File: config.mk
export PLATFORM = sky130hd
export DESIGN_NAME = bcd_upcount_timer
export DESIGN_NICKNAME = d
export VERILOG_FILES = /design/src/rtl/timer_pkg.sv /design/src/rtl/seg7_decode.sv /design/src/rtl/bcd_upcount_timer.sv
export SDC_FILE = /design/constraint.sdc
export NUM_CORES = 1
export LEC_CHECK = 0
export BUFFER_PORTS_ARGS = -buffer_cell sky130_fd_sc_hd__buf_2
export CAP_MARGIN = 10
export CORE_MARGIN = 8
export CORE_UTILIZATION = 54
export CTS_CLUSTER_SIZE = 16
export DETAILED_ROUTE_END_ITERATION = 12
export HOLD_SLACK_MARGIN = 0.02
export PLACE_DENSITY = 0.76
export REMOVE_ABC_BUFFERS = 1
export SETUP_SLACK_MARGIN = 0.15
export SLEW_MARGIN = 30
export SYNTH_ARGS = -nofsm -noshare
export SYNTH_HDL_FRONTEND = slang
export SYNTH_SLANG_ARGS = --single-unit
File: constraint.sdc
create_clock -name clk -period 1.9 [get_ports clk]
set_input_delay 0.19 -clock clk [delete_from_list [all_inputs] [get_ports clk]]
set_output_delay 0.19 -clock clk [all_outputs]
set_load 0.05 [all_outputs]
File: src/rtl/timer_pkg.sv
// Shared definitions for the BCD shot-clock family (count-up timer and countdown).
//   - state_t   : controller states
//   - TARGET_A/B: selectable BCD end values (24 / 30)
//   - SEG_*     : active-low seven-segment patterns, bit order gfedcba
//   - bcd_inc   : two-digit BCD increment
package timer_pkg;

    typedef enum logic [1:0] {
        IDLE   = 2'd0,
        RUN    = 2'd1,
        PAUSED = 2'd2,
        DONE   = 2'd3
    } state_t;

    localparam logic [7:0] TARGET_A = 8'h24;
    localparam logic [7:0] TARGET_B = 8'h30;

    localparam logic [6:0] SEG_BLANK = 7'b1111111;
    localparam logic [6:0] SEG_0     = 7'b1000000;
    localparam logic [6:0] SEG_1     = 7'b1111001;
    localparam logic [6:0] SEG_2     = 7'b0100100;
    localparam logic [6:0] SEG_3     = 7'b0110000;
    localparam logic [6:0] SEG_4     = 7'b0011001;
    localparam logic [6:0] SEG_5     = 7'b0010010;
    localparam logic [6:0] SEG_6     = 7'b0000010;
    localparam logic [6:0] SEG_7     = 7'b1111000;
    localparam logic [6:0] SEG_8     = 7'b0000000;
    localparam logic [6:0] SEG_9     = 7'b0010000;

    // {msb,lsb} + 1 in BCD; the msb digit is never pushed past 9 by callers.
    function automatic logic [7:0] bcd_inc(input logic [7:0] v);
        if (v[3:0] == 4'd9) begin
            return {v[7:4] + 4'd1, 4'd0};
        end
        return {v[7:4], v[3:0] + 4'd1};
    endfunction

endpackage

File: src/rtl/seg7_decode.sv
// Combinational BCD to seven-segment decoder (active-low, gfedcba).
// Ports:
//   bcd : input  [3:0] BCD digit
//   seg : output [6:0] segment pattern; codes 10-15 blank the display
module seg7_decode
    import timer_pkg::*;
(
    input  logic [3:0] bcd,
    output logic [6:0] seg
);

    always_comb begin
        seg = SEG_BLANK;
        case (bcd)
            4'd0:    seg = SEG_0;
            4'd1:    seg = SEG_1;
            4'd2:    seg = SEG_2;
            4'd3:    seg = SEG_3;
            4'd4:    seg = SEG_4;
            4'd5:    seg = SEG_5;
            4'd6:    seg = SEG_6;
            4'd7:    seg = SEG_7;
            4'd8:    seg = SEG_8;
            4'd9:    seg = SEG_9;
            default: seg = SEG_BLANK;
        endcase
    end

endmodule

File: src/rtl/bcd_upcount_timer.sv
// Two-digit BCD elapsed-time counter with seven-segment outputs.
// On start it latches a target (24 or 30), clears to 00 and counts up one
// step per CLK_DIV enabled cycles, then asserts done and holds the target.
// Ports:
//   clk     : system clock, rising edge
//   rst     : synchronous active-high reset, highest priority
//   start   : one-cycle pulse, restarts from 00 in any state
//   enable  : level, counting advances only while high
//   select  : target select sampled on start (0 -> 24, 1 -> 30)
//   o1      : lsb digit segments, registered, active-low gfedcba
//   o2      : msb digit segments, registered, active-low gfedcba
//   running : high while in RUN
//   done    : high while in DONE
module bcd_upcount_timer
    import timer_pkg::*;
#(
    parameter int unsigned CLK_DIV = 50000000
) (
    input  logic       clk,
    input  logic       rst,
    input  logic       start,
    input  logic       enable,
    input  logic       select,
    output logic [6:0] o1,
    output logic [6:0] o2,
    output logic       running,
    output logic       done
);

    localparam int unsigned     PRE_W   = (CLK_DIV > 1) ? $clog2(CLK_DIV) : 1;
    localparam logic [PRE_W-1:0] PRE_MAX = PRE_W'(CLK_DIV - 1);

    state_t           state_q, state_d;
    logic [3:0]       lsb_q, msb_q;
    logic [PRE_W-1:0] pre_q;
    logic [7:0]       target_q;
    logic             tick;
    logic [7:0]       count_inc;
    logic             hit;
    logic             running_d, done_d;
    logic [6:0]       seg_lsb, seg_msb;

    assign tick      = (state_q == RUN) && (pre_q == PRE_MAX);
    assign count_inc = bcd_inc({msb_q, lsb_q});
    assign hit       = (count_inc == target_q);

    // State register; running/done are registered from the next state so
    // they change on the same edge as the state itself.
    always_ff @(posedge clk) begin
        if (rst) begin
            state_q <= IDLE;
            running <= 1'b0;
            done    <= 1'b0;
        end else begin
            state_q <= state_d;
            running <= running_d;
            done    <= done_d;
        end
    end

    // Next-state logic. A tick that coincides with enable falling is still
    // counted; if that tick reaches the target, DONE wins over PAUSED.
    always_comb begin
        state_d = state_q;
        if (start) begin
            state_d = enable ? RUN : PAUSED;
        end else begin
            case (state_q)
                IDLE:   state_d = IDLE;
                RUN: begin
                    if (tick && hit) begin
                        state_d = DONE;
                    end else if (!enable) begin
                        state_d = PAUSED;
                    end
                end
                PAUSED: if (enable) state_d = RUN;
                DONE:   state_d = DONE;
                default: state_d = IDLE;
            endcase
        end
    end

    // Output decode of the next state (registered above).
    always_comb begin
        running_d = (state_d == RUN);
        done_d    = (state_d == DONE);
    end

    // Datapath: prescaler, digits and latched target.
    always_ff @(posedge clk) begin
        if (rst) begin
            lsb_q    <= '0;
            msb_q    <= '0;
            pre_q    <= '0;
            target_q <= TARGET_A;
        end else if (start) begin
            lsb_q    <= '0;
            msb_q    <= '0;
            pre_q    <= '0;
            target_q <= select ? TARGET_B : TARGET_A;
        end else if (state_q == RUN) begin
            if (tick) begin
                pre_q          <= '0;
                {msb_q, lsb_q} <= count_inc;
            end else begin
                pre_q <= pre_q + PRE_W'(1);
            end
        end
    end

    seg7_decode u_dec_lsb (
        .bcd (lsb_q),
        .seg (seg_lsb)
    );

    seg7_decode u_dec_msb (
        .bcd (msb_q),
        .seg (seg_msb)
    );

    // Segment outputs lag the digit registers by one cycle.
    always_ff @(posedge clk) begin
        if (rst) begin
            o1 <= SEG_0;
            o2 <= SEG_0;
        end else begin
            o1 <= seg_lsb;
            o2 <= seg_msb;
        end
    end

endmodule

[Word level (Yosys, flattened, before mapping)]
Memories as Yosys holds them, arrays and structs flattened. A register that Yosys moved wholly into a read port is not among the register bits.
Index checks and enable logic that the tools add are counted.
Widths: inputs -> output; s select.
Storage, ports and cells
  register bits after elaboration: 46
  ROM bits: 224
  input bits: 5
  output and inout port bits: 16
  word-level logic and storage cells: 36
  memories kept: 2
Cells by class
  add/subtract/negate cells: 3
  equality and inequality tests: 8
  muxes and demuxes: 11
  reduce and logical (&&, ||, !) cells: 5
Memories
  (no name shown): depth 16, width 7, read ports 1, clocked after Yosys merged registers in 1, write ports 0, line seg7_decode.sv:14  | case (bcd)
  (no name shown): depth 16, width 7, read ports 1, clocked after Yosys merged registers in 1, write ports 0, line seg7_decode.sv:14
Operators with widths (number)
  $add 26x1->26 const B: 1
  $eq 26x26->1 const B: 1
  $mux 26: 1
  $mux 8: 2
  $mux 2: 5
  $add 4x1->4 const B: 2
  $eq 8x8->1: 1
  $pmux 2 s4: 1
  $eq 2x2->1 const B: 3
  $mux 5: 1
  $eq 2x1->1 const B: 2
  $eq 4x4->1 const B: 1
  $logic_and 1x1->1: 2
  $logic_not 2->1: 1
  $reduce_and 2->1: 1
  $reduce_or 2->1: 1
  $mux 1: 1

[Logic depth before layout (Yosys ltp)]
  depth in word-level cells: 9
  mapped depth: 8
  mapped depth without buffers: 7

[Modules after synthesis]
Synthesis repeated with hierarchy kept, for this count alone.
Second synthesis, totals
  cells, all modules: 344
  area total of the unflattened synthesis: 3022.9 um2
By module, submodules not included
  bcd_upcount_timer: instances 1, cells each 278, area an instance 2602.5 um2, seq. area each 1081.0 um2
  seg7_decode: instances 2, cells each 33, area an instance 210.2 um2, seq. area each 0.0 um2

[Least setup slack after synthesis]
No wires, ideal clock.
  kind: reg-to-reg
  from: reg pre_q[7]
  to: reg msb_q[2]
  library setup time: 70 ps
  arrival time: 1883 ps
  data required time: 1830 ps
  path slack: -54 ps
  cell stages (with the launch flop): 6
  path buffers: 0
  clock period less this slack: 1954 ps
  cells stage by stage: dfxtp_1 or4_4 nor4_4 nand3_2 or4_1 a21oi_1
On the way
  word-level cells in the longest chain between the ends: 3
Ends and longest elaborated chain
  start: declaration: line bcd_upcount_timer.sv:35  | logic [PRE_W-1:0] pre_q;
  start signal: assignment: line bcd_upcount_timer.sv:107  | pre_q <= pre_q + PRE_W'(1);
  $eq 26x26->1: line bcd_upcount_timer.sv:43  | assign tick = (state_q == RUN) && (pre_q == PRE_MAX);
  $logic_and 1x1->1: line bcd_upcount_timer.sv:43
  $reduce_and 2->1 (no line)
  end signal: assignment: line bcd_upcount_timer.sv:105  | {msb_q, lsb_q} <= count_inc;
  end: declaration: line bcd_upcount_timer.sv:34  | logic [3:0] lsb_q, msb_q;
No other way between the ends.
A chain may end at the register's enable or synchronous reset.

[Worst setup path in the final report]
  from: reg pre_q[11]
  to: reg msb_q[3]
The elaborated chain is that of the path after synthesis.

==> flow_summary.toml <==
[run_status]
status = "complete, but fails checks"
violations = "negative setup slack"

[sta]
max_freq_mhz = 518
worst_pin_slew_ps = 408
setup_viol = 5
final.min_clock_period_ps = 1930
rsz0062_at_grt = "true"
postLayoutSetupSlackWorst_ps = -31.8
relSlewSlack_pct = 72.4
hold_ws_ps = 161
tns_ps = -93.8
fin_skew_ps = 4.94
final_max_slew_viol_count = 0
hold_violations = 0
period_share_pct = 102

[grt]
grt_pass1_vias = 2415
grt_pass1_wl_um = 10600
overflow = 0
antenna_found_initial = 0
grt_use_total_pct = 17.1
grt_max_degree = 17

[routing]
vias_per_cell = 5.44
drc = 0
drt_first_pass_iters = 4
wl_met2_um = 3360
routed_wl_um = 6450
vias = 2563
wl_per_cell_um = 13.7
routed.top_layer = "met4"
drt_iter0_drc = 132
wl_met1_um = 2760
wl_met3_um = 196
detail-route-antenna-nets = 0

[worst_setup_path]
crit_type = "flop to flop"
start_kind = "flop"
cp-end-kind = "flop"
path_cells = "or4_4 > nor4_4 > buf_4 > nand3_4 > or4_4 > a21oi_2"
cpMaxStageDelayCell = "or4_4"
crit_family = "simple AND/OR/NAND/NOR gates"
required_ps = 2150
critical_path_buf_inv_count = 1
cpMostUsedCell = "or4_4"
worstPathMaxFanout = 5
arrival_ps = 2180
critical-path-max-stage-delay_ps = 540

[place]
gp_congestion = 0.839
hpwlAfterDp_um = 4330
port_buffers = 20
place_ws_ps = -141

[die]
core-area_mm2 = 0.00501
die_x_um = 87.3
start_util_pct = 54.8
rows = 26
dieArea_mm2 = 0.00762
die_y_um = 87.3
io_pins = 21

[clocking]
clk_pin_slew_ps = 100
numCtsBuffers = 5
clock_latency_ps = 310
cts.sinks = 54
htreeDepth = 2
clk_path_buf_depth = 2
root_buffer = "clkbuf_8"
cts_tree = "done"

[yosys]
synth-simple-area-share_pct = 27.5
syn_area_per_cell_um2 = 8.24
async_flop_share_pct = 0
ys.flop_type = "dfxtp_1"
synthMuxAreaShare_pct = 0.775
synth_top_family_by_area = "simple AND/OR/NAND/NOR gates"
ys_seq_elements = 54
synthXorXnorAreaFrac_pct = 6.70
synth_enable_flop_cells = 0
synth_compound_area_share_pct = 14.7
synth_cells = 333
ys_seq_area_share_pct = 39.4
syn_area_mm2 = 0.00274
yosysUniqueCellTypes = 53
synth_adder_area_share_pct = 5.02
yosysWarnings = 0

[pwr]
max-vdd-ir-drop_mv = 0.416
p_per_area_mw_per_mm2 = 551
finalPower_mw = 1.98
leakagePower_nw = 1.38

[worst_hold_path]
hold_class = "input port to flop"

[layout]
fin_util_pct = 71.6
layout_commonest_cell = "buf_4"
drive_gt1_share_pct = 34.2
final_nets = 416
layout_common_cells = "buf_4 (53), dfxtp_1 (43), nor2_1 (42)"
antenna_cells = 0
syn2layout_area_growth_pct = 30.8

[job]
drv_cap = 0
-- layer usage --
layer  track usage (%)  up-vias
li1                  -     1286
met1              19.9     1225
met2              30.0       39
met3              3.30       13
met4              6.56        0
met5                 0        -
-- cell usage after synthesis (all sizes together), types with 2 or more instances --
master	count	share of area, %
nor2	43	5.9
a211oi	3	0.82
inv	18	2.5
o211ai	2	0.55
nand2b	4	0.91
nand4	6	1.4
o221a	2	0.82
a31oi	2	0.46
or2	3	0.68
and2	3	0.73
or3b	2	0.64
xnor2	15	4.8
or4	6	1.8
or3	4	0.91
o31ai	2	0.55
a21oi	35	6.4
dfxtp	54	39
o21a	5	1.4
nor3	8	1.5
buf	4	0.96
clkbuf	13	2.5
nor2b	5	1.1
o22a	2	0.64
ha	11	5.0
and4b	2	0.78
nor4	8	2.6
and4	2	0.68
o21ai	9	1.6
nand3	10	2.0
xor2	6	1.9
nand2	32	4.4
-- layout make-up --
| class | instances | area (um^2) |
|---|---|---|
| Sequential cell | 54 | 1100 |
| Clock buffer | 5 | 68.8 |
| Multi-Input combinational cell | 245 | 1690 |
| Tap cell | 70 | 87.6 |
| Fill cell | 393 | 1420 |
| Clock inverter | 3 | 40.0 |
| Timing Repair Buffer | 76 | 532 |
| Inverter | 18 | 70.1 |
-- what timing repair did --
item	CTS	global route
hold buffers	0	0
endpoints found under the setup margin	26	31
gates resized for setup	21	38
gates cloned	1	0
setup buffers	10	2
pin swaps	15	11
-- stage by stage --
| stage | area [um^2] | std cells |
|---|---|---|
| 2_1_floorplan | 2650 | 316 |
| 3_3_place_gp | 3170 | 450 |
| 3_5_place_dp | 3170 | 450 |
| 4_1_cts | 3420 | 469 |
| 5_1_grt | 3590 | 471 |
| 6_report | 3590 | 471 |
-- worst register-to-register path: cells and delay by family (launching register included) --
family / cells / cell delay (ps)
compound gates: 1 / 120
flops: 1 / 340
simple gates: 4 / 1240
buf+inv: 1 / 180
-- registers in the layout, indices dropped and copies added, names as in the netlist --
signal and flops:
done 1, msb_q 4, running 1, lsb_q 4, o2 7, state_q 2
pre_q 26, o1 7, target_q 2
-- where the power goes --
part / switching [mW] / internal [mW] / leakage, nW
Sequential: 0.00259 / 1.13 / 0.442
Combinational: 0.0468 / 0.0268 / 0.876
Clock: 0.379 / 0.388 / 0.0579
-- cell families after synthesis --
family / after synthesis
AND/OR/NAND/NOR: 143
AO/OA/AOI/OAI: 67
flip-flops: 54
buffers and inverters: 35
XOR/XNOR: 21
adder cells (fa/ha/maj): 11
multiplexers: 2
-- path summary, 6_finish.rpt --
path | to | slack (ps) | cells past startpoint | from
worst min register to register | pre_q[0] | 480 | 2 | pre_q[0]
worst min-delay path | target_q[4] | 160 | 3 | select
worst max-delay path | msb_q[3] | -30 | 6 | pre_q[11]
worst max register to register | msb_q[3] | -30 | 6 | pre_q[11]
(Power assumes the default switching activity.)
